===== src/rtl/morse_pkg.sv =====
// Shared definitions for the Morse pipeline: sequence width, buffer FSM states
// and the all-zero "no sequence" code.
package morse_pkg;

  localparam int SEQ_W_DEFAULT = 10;

  typedef enum logic {
    ST_FILL  = 1'b0,
    ST_DRAIN = 1'b1
  } state_e;

  localparam logic [SEQ_W_DEFAULT-1:0] BLANK_SEQ = {SEQ_W_DEFAULT{1'b0}};

endpackage


===== src/rtl/morse_seq_buffer.sv =====
// Compacting sequence store: collects one or two sequences per cycle in
// FILL, then drains the committed sentence oldest-first over valid/ready.
module morse_seq_buffer
  import morse_pkg::*;
#(
  parameter  int SEQ_W = SEQ_W_DEFAULT,
  parameter  int DEPTH = 16,
  localparam int CNT_W = $clog2(DEPTH + 1)
) (
  input  logic                   Clk,
  input  logic                   Reset,
  input  logic                   Clear,
  input  logic                   WrEn,
  input  logic                   WrDual,
  input  logic [SEQ_W-1:0]       FirstSeq,
  input  logic [SEQ_W-1:0]       SecSeq,
  input  logic                   Enter,
  input  logic                   RdReady,
  output logic                   RdValid,
  output logic [SEQ_W-1:0]       RdSeq,
  output logic                   RdLast,
  output logic [CNT_W-1:0]       Count,
  output logic                   Full,
  output logic                   Overflow,
  output logic [DEPTH*SEQ_W-1:0] StoreFlat
);

  localparam logic [CNT_W-1:0] DEPTH_C = CNT_W'(DEPTH);
  localparam logic [CNT_W-1:0] DEPTH_M2 = CNT_W'(DEPTH - 2);
  localparam logic [CNT_W-1:0] ONE_C = CNT_W'(1);
  localparam logic [CNT_W-1:0] TWO_C = CNT_W'(2);

  logic [SEQ_W-1:0] slots_q [DEPTH];
  logic [SEQ_W-1:0] slots_d [DEPTH];
  logic [CNT_W-1:0] count_q, count_d;
  logic             ovf_q, ovf_d;
  state_e           state_q, state_d;

  logic wr_first, wr_sec, pop;

  always_comb begin
    slots_d  = slots_q;
    count_d  = count_q;
    ovf_d    = ovf_q;
    state_d  = state_q;
    wr_first = (state_q == ST_FILL) && WrEn && (count_q != DEPTH_C);
    wr_sec   = wr_first && WrDual && (count_q <= DEPTH_M2);
    pop      = (state_q == ST_DRAIN) && RdReady;

    // Any part of a write request that could not be stored is a drop.
    if (WrEn && ((state_q == ST_DRAIN) || !wr_first || (WrDual && !wr_sec)))
      ovf_d = 1'b1;

    if (state_q == ST_FILL) begin
      for (int i = 0; i < DEPTH; i++) begin
        if (wr_first && i == int'(count_q))
          slots_d[i] = FirstSeq;
        if (wr_sec && i == int'(count_q) + 1)
          slots_d[i] = SecSeq;
      end
      if (wr_sec)
        count_d = count_q + TWO_C;
      else if (wr_first)
        count_d = count_q + ONE_C;
      // Writes in the Enter cycle belong to the committed sentence.
      if (Enter && count_d != '0)
        state_d = ST_DRAIN;
    end else if (pop) begin
      for (int i = 0; i < DEPTH - 1; i++)
        slots_d[i] = slots_q[i+1];
      slots_d[DEPTH-1] = SEQ_W'(BLANK_SEQ);
      count_d = count_q - ONE_C;
      if (count_q == ONE_C)
        state_d = ST_FILL;
    end
  end

  always_ff @(posedge Clk) begin
    if (Reset || Clear) begin
      slots_q <= '{default: '0};
      count_q <= '0;
      ovf_q   <= 1'b0;
      state_q <= ST_FILL;
    end else begin
      slots_q <= slots_d;
      count_q <= count_d;
      ovf_q   <= ovf_d;
      state_q <= state_d;
    end
  end

  assign RdValid  = (state_q == ST_DRAIN);
  assign RdSeq    = slots_q[0];
  assign RdLast   = RdValid && (count_q == ONE_C);
  assign Count    = count_q;
  assign Full     = (count_q == DEPTH_C);
  assign Overflow = ovf_q;

  for (genvar gi = 0; gi < DEPTH; gi++) begin : g_flat
    assign StoreFlat[gi*SEQ_W +: SEQ_W] = slots_q[gi];
  end

endmodule


===== config.mk =====
export PLATFORM = sky130hd
export DESIGN_NAME = morse_seq_buffer
export DESIGN_NICKNAME = d
export VERILOG_FILES = /design/src/rtl/morse_pkg.sv /design/src/rtl/morse_seq_buffer.sv
export SDC_FILE = /design/constraint.sdc
export NUM_CORES = 1
export LEC_CHECK = 0
export ABC_AREA = 1
export ABC_CLOCK_PERIOD_IN_PS = 3660
export BUFFER_PORTS_ARGS = -buffer_cell sky130_fd_sc_hd__buf_2
export CORE_MARGIN = 8
export CORE_UTILIZATION = 30
export CTS_CLUSTER_DIAMETER = 60
export DETAILED_ROUTE_END_ITERATION = 10
export PLACE_DENSITY = 0.46
export RECOVER_POWER = 25
export SETUP_SLACK_MARGIN = 0.3
export SYNTH_ARGS = -nofsm -noshare
export SYNTH_HDL_FRONTEND = slang
export SYNTH_SLANG_ARGS = --single-unit

===== constraint.sdc =====
create_clock -name Clk -period 3.66 [get_ports Clk]
set_input_delay 1.098 -clock Clk [delete_from_list [all_inputs] [get_ports Clk]]
set_output_delay 1.098 -clock Clk [all_outputs]
set_load 0.01 [all_outputs]

Yosys cells after proc, flatten, opt, wreduce, memory -nomap -nowiden
Index checks and enable logic that the tools add are counted.
- input bits: 27
- bits in registers: 167
- $add $sub $neg: 4
- reductions and logical operators: 81
- multiplexer cells: 43
- eq/ne operators: 34
- bitwise gates (word level): 1
- magnitude comparators: 1
- operators by type and width (operator ; count):
    10-bit 2-to-1 mux ; 32
    160-bit 2-to-1 mux ; 2
    5-bit by 32-bit equality test with 1-bit output (first input constant) ; 7
    4-bit by 32-bit equality test with 1-bit output (first input constant) ; 4
    3-bit by 32-bit equality test with 1-bit output (first input constant) ; 2
    3-bit nonzero test ; 16
    1-bit logical AND ; 41
    5-bit equality test (first input constant) ; 8
    2-bit by 32-bit equality test with 1-bit output (first input constant) ; 1
    32-bit logical NOT ; 1
    2-bit AND reduction ; 16
    5-bit 2-to-1 mux ; 5
    4-bit by 5-bit equality test with 1-bit output (first input constant) ; 4
    3-bit by 5-bit equality test with 1-bit output (first input constant) ; 2
    5-bit by 1-bit adder with 6-bit output (second input constant) ; 1
    4-bit by 6-bit equality test with 1-bit output (first input constant) ; 1
    5-bit by 1-bit adder with 5-bit output (second input constant) ; 1
    5-bit by 2-bit adder with 5-bit output (second input constant) ; 1
    2-bit by 5-bit equality test with 1-bit output (first input constant) ; 1
    5-bit by 1-bit equality test with 1-bit output (second input constant) ; 1
    5-bit equality test (second input constant) ; 1
    5-bit by 4-bit less-or-equal comparator with 1-bit output (second input constant) ; 1
    5-bit logical NOT ; 1
    5-bit inequality test (second input constant) ; 1
    7 further kinds ; 13

Longest topological paths before layout
- word-level depth: 11
- gate-level depth with buffers: 15

Worst setup path after synthesis
No wires, ideal clock.
- kind: input -> register
- from: input WrEn
- to: register slots_q, in the netlist StoreFlat[90]
- path slack: 1.191 ns
- path buffers: 2
- cell stages on the path: 11
- data arrival time: 2.355 ns
- required time: 3.545 ns
- path through: inv_1 -> nor2_1 -> nand3_2 -> nor2_4 -> buf_6 -> nand4_1 -> a21oi_1 -> buf_2 -> nand2_1 -> nor2_1 -> nor2_1
- cells in the longest elaborated chain, start to end: 7
- elaborated cells on any way between the ends: 10
- classes of those cells: mux: 2; reduce/logical: 8
- RTL lines (item ; RTL line ; RTL):
    start: declaration ; morse_seq_buffer.sv:13 ; input logic WrEn,
    1-bit logical AND (*) (2 in a row) ; morse_seq_buffer.sv:46 ; wr_first = (state_q == ST_FILL) && WrEn && (count_q != DEPTH_C);
    1-bit logical AND (2 in a row) ; morse_seq_buffer.sv:47 ; wr_sec = wr_first && WrDual && (count_q <= DEPTH_M2);
    1-bit logical AND ; morse_seq_buffer.sv:58 ; if (wr_sec && i == int'(count_q) + 1)
    3-bit nonzero test (no line) / 10-bit 2-to-1 mux (equally long branches) ; - ;
    2-bit AND reduction (no line) / 160-bit 2-to-1 mux (equally long branches) ; - ;
    end signal: assignment ; morse_seq_buffer.sv:85 ; slots_q <= slots_d;
    end: declaration ; morse_seq_buffer.sv:33 ; logic [SEQ_W-1:0] slots_q [DEPTH];
Every way passes the cells marked *; elsewhere a longest branch is shown, timed or not.
A chain may end at the register's enable or synchronous reset.

Worst setup path after layout
- from: register count_q[0] (netlist: Count[0])
- to: output RdLast
- cells in the longest elaborated chain, start to end: 2
- RTL lines (item ; RTL line ; RTL):
    start: declaration ; morse_seq_buffer.sv:35 ; logic [CNT_W-1:0] count_q, count_d;
    start signal: assignment ; morse_seq_buffer.sv:86 ; count_q <= count_d;
    5-bit by 1-bit equality test with 1-bit output ; morse_seq_buffer.sv:94 ; assign RdLast = RdValid && (count_q == ONE_C);
    1-bit logical AND ; morse_seq_buffer.sv:94 ;
    end: declaration ; morse_seq_buffer.sv:21 ; output logic RdLast,
Every way passes these cells.

==> impl_metrics.env <==
export IMPL_arrival_ns=2.19
export IMPL_fin_nets=2152
export IMPL_syn_to_final_growth_pct=16.6
export IMPL_clock_skew_final_ns=0.0137
export IMPL_syn_num_nets=2037
export IMPL_drt_vias_per_instance=4.89
export IMPL_routedWlPerCell_um=19.2
export IMPL_power_leakage_nw=6.01
export IMPL_synth_top_family_by_area="simple AND/OR/NAND/NOR gates"
export IMPL_cts_hold_fix_buffers=0
export IMPL_layout_common_cells="nand2_1, nor2_1, dfxtp_1"
export IMPL_crit_path_start_kind="register"
export IMPL_wl_mm=49.8
export IMPL_hold_class="register to register"
export IMPL_fp_dieH_um=208
export IMPL_required_ns=2.56
export IMPL_first_global_vias=11900
export IMPL_synth_top_area_share_pct=30.4
export IMPL_p_sw_w=0.00162
export IMPL_drt_antenna_violating_nets=0
export IMPL_grt_max_degree=186
export IMPL_yosys_top_cells_area="dfxtp_1, nand2_1, nor2_1"
export IMPL_rsz0062_at_grt="false"
export IMPL_die_width_um=208
export IMPL_firstDrtPassIters=7
export IMPL_critPathMaxFanout=10
export IMPL_swShare_pct=32.8
export IMPL_ys_warnings_count=0
export IMPL_avgSynthCellArea_um2=5.50
export IMPL_slew_viol_final=0
export IMPL_internal_power_w=0.00332
export IMPL_post_synth_top_area_cell="dfxtp_1"
export IMPL_setup_viol_count_final=0
export IMPL_synth_cell_types=28
export IMPL_pwr_share_clk_pct=41.5
export IMPL_r2r_setup_slack_ns=0.55
export IMPL_status="finished, final reports clean"
export IMPL_place_port_buffers=205
export IMPL_cap_violations=0
export IMPL_fin_crit_ns=3.28
export IMPL_cts_root_buf="clkbuf_16"
export IMPL_worstMarginPinSlew_ns=0.963
export IMPL_hpwl_mm=33.7
export IMPL_htree_levels=4
export IMPL_ios=206
export IMPL_place_congestion=0.887
export IMPL_netlist_area_um2=11000
export IMPL_finalSetupTns_ns=0
export IMPL_critPathCaptureType="primary output"
export IMPL_hold_viol_final=0
export IMPL_ys_seq_elements=167
export IMPL_cts_tree="done"
export IMPL_grt_pass1_wl_mm=74.5
export IMPL_p_seq_share_pct=39.6
export IMPL_ir_drop_mv=0.336
export IMPL_antenna_found_initial=0
export IMPL_synthAdderAreaFrac_pct=1.14
export IMPL_timing_slew_headroom_pct=35.7
export IMPL_coreArea_um2=36300
export IMPL_drive_gt1_share_pct=10.1
export IMPL_first_iter_violations=1128
export IMPL_cts_buffers=17
export IMPL_post_place_ws_ns=0.281
export IMPL_cts_setup_buffers=0
export IMPL_fmax_ghz=0.304
export IMPL_seq_area_frac_synth_pct=30.4
export IMPL_power_density_nw_per_um2=384
export IMPL_critical_path_class="register to primary output"
export IMPL_synth_compound_area_share_pct=11.2
export IMPL_fp_row_count=70
export IMPL_start_util_pct=30.3
export IMPL_fp_dieArea_um2=43100
export IMPL_grt_usage_pct=22.3
export IMPL_grt_overflow_total=0
export IMPL_numClockSinks=167
export IMPL_share_comb_of_total_power_pct=18.9
export IMPL_drc=0
export IMPL_period_share_pct=89.7
export IMPL_yosys_area_share_simple_pct=45.9
export IMPL_synth_cells=2000
export IMPL_clk_latency_ns=0.46
export IMPL_synth_xor_area_share_pct=0.159
export IMPL_final_common_cell="nand2_1"
export IMPL_nFillCells=4215
export IMPL_layout_setup_ws_ns=0.376
export IMPL_synth_mux_area_share_pct=0
export IMPL_cts_buffer_depth=2
export IMPL_clk_pin_slew_ns=0.07
export IMPL_vias=12700
==> power groups by stage <==
stage	registers, W	logic, W	clock network (W)
2_1_floorplan	0.00199	0.000589	0
3_3_place_gp	0.00199	0.000928	0
3_5_place_dp	0.00199	0.000931	0
4_1_cts	0.00195	0.000936	0.00209
5_1_grt	0.00196	0.00104	0.00216
6_report	0.00195	0.000934	0.00205
==> per-layer routing <==
metal  track usage [%]  vias up  routed length [µm]
met5                 0        -                   0
met4              6.73        0                1330
met3              5.07       75                3470
met2              36.2      437               22700
met1              29.1     5797               22300
li1                  -     6400                   -
==> logic make-up (layout without fill, tap and decap cells) <==
group	after synthesis	count (layout)
fa+ha+maj	10	10
xor+xnor	2	2
compound gates	244	244
other cells	0	1
flops	167	167
buf+inv	300	427
simple gates	1277	1278
==> final cells by class <==
cell class / instances / area, µm² / area share [%]
sequential: 167 / 3350 / 26.1
clock buffer: 18 / 439 / 3.42
clock inverter: 14 / 198 / 1.54
inverter: 150 / 564 / 4.39
multi-input combinational: 1534 / 6450 / 50.2
timing repair buffer: 245 / 1260 / 9.79
antenna: 1 / 2.50 / 0.0195
tap: 468 / 586 / 4.56
==> Yosys cell counts <==
cell      instances
a21oi_1          65
a21oi_2           1
buf_1            23
buf_2            39
buf_4            12
buf_6             1
clkbuf_1         71
clkbuf_2          4
dfxtp_1         167
ha_1             10
inv_1           142
inv_2             8
nand2_1         688
nand2_2           1
nand3_1         129
nand3_2           2
nand4_1          17
nand4_2           1
nor2_1          431
nor2_2            4
nor2_4            3
nor3_1            1
o211ai_1          1
o21ai_0          68
o21ai_1         106
o221ai_1          2
o22ai_1           1
xor2_1            2
==> path summary, 6_finish.rpt <==
check | from | to | cells after the start
worst max-delay path | Count[0]$_SDFFE_PP0P_ | RdLast | 7
worst max register to register | Count[0]$_SDFFE_PP0P_ | StoreFlat[92]$_SDFFE_PP0P_ | 13
worst min register to register | Overflow$_SDFFE_PP0P_ | Overflow$_SDFFE_PP0P_ | 2
worst min-delay path | Overflow$_SDFFE_PP0P_ | Overflow$_SDFFE_PP0P_ | 2
==> what timing repair did <==
item / 4_1_cts / 5_1_grt
endpoints found under the setup margin: 0 / 5
endpoints found under the hold margin: 0 / 0
gates resized for setup: 0 / 0
==> through the flow <==
| stage | hold slack [ns] | cells | power [W] | instance area (µm²) | util [%] |
|---|---|---|---|---|---|
| 2_1_floorplan | 0.497 | 2000 | 0.00257 | 11000 | - |
| 3_3_place_gp | 0.452 | 2563 | 0.00292 | 12300 | 33.8 |
| 3_5_place_dp | 0.469 | 2563 | 0.00293 | 12300 | 33.8 |
| 4_1_cts | 0.488 | 2595 | 0.00498 | 12900 | 35.6 |
| 5_1_grt | 0.512 | 2596 | 0.00516 | 12800 | 35.3 |
| 6_report | 0.494 | 2597 | 0.00494 | 12800 | 35.3 |
==> worst max-delay path, cell delays in order (launching register included) <==
cell     delay, ns
dfxtp_1       0.33
buf_4         0.19
ha_1          0.44
nand2_1       0.10
inv_1         0.22
nand2_1       0.16
nor2_1        0.13
buf_2         0.16
==> state kept, by name, indices dropped and copies added (netlist names) <==
signal     flops
Count          5
Overflow       1
RdSeq         10
RdValid        1
StoreFlat    150
Power figures use the tool's default switching activity.
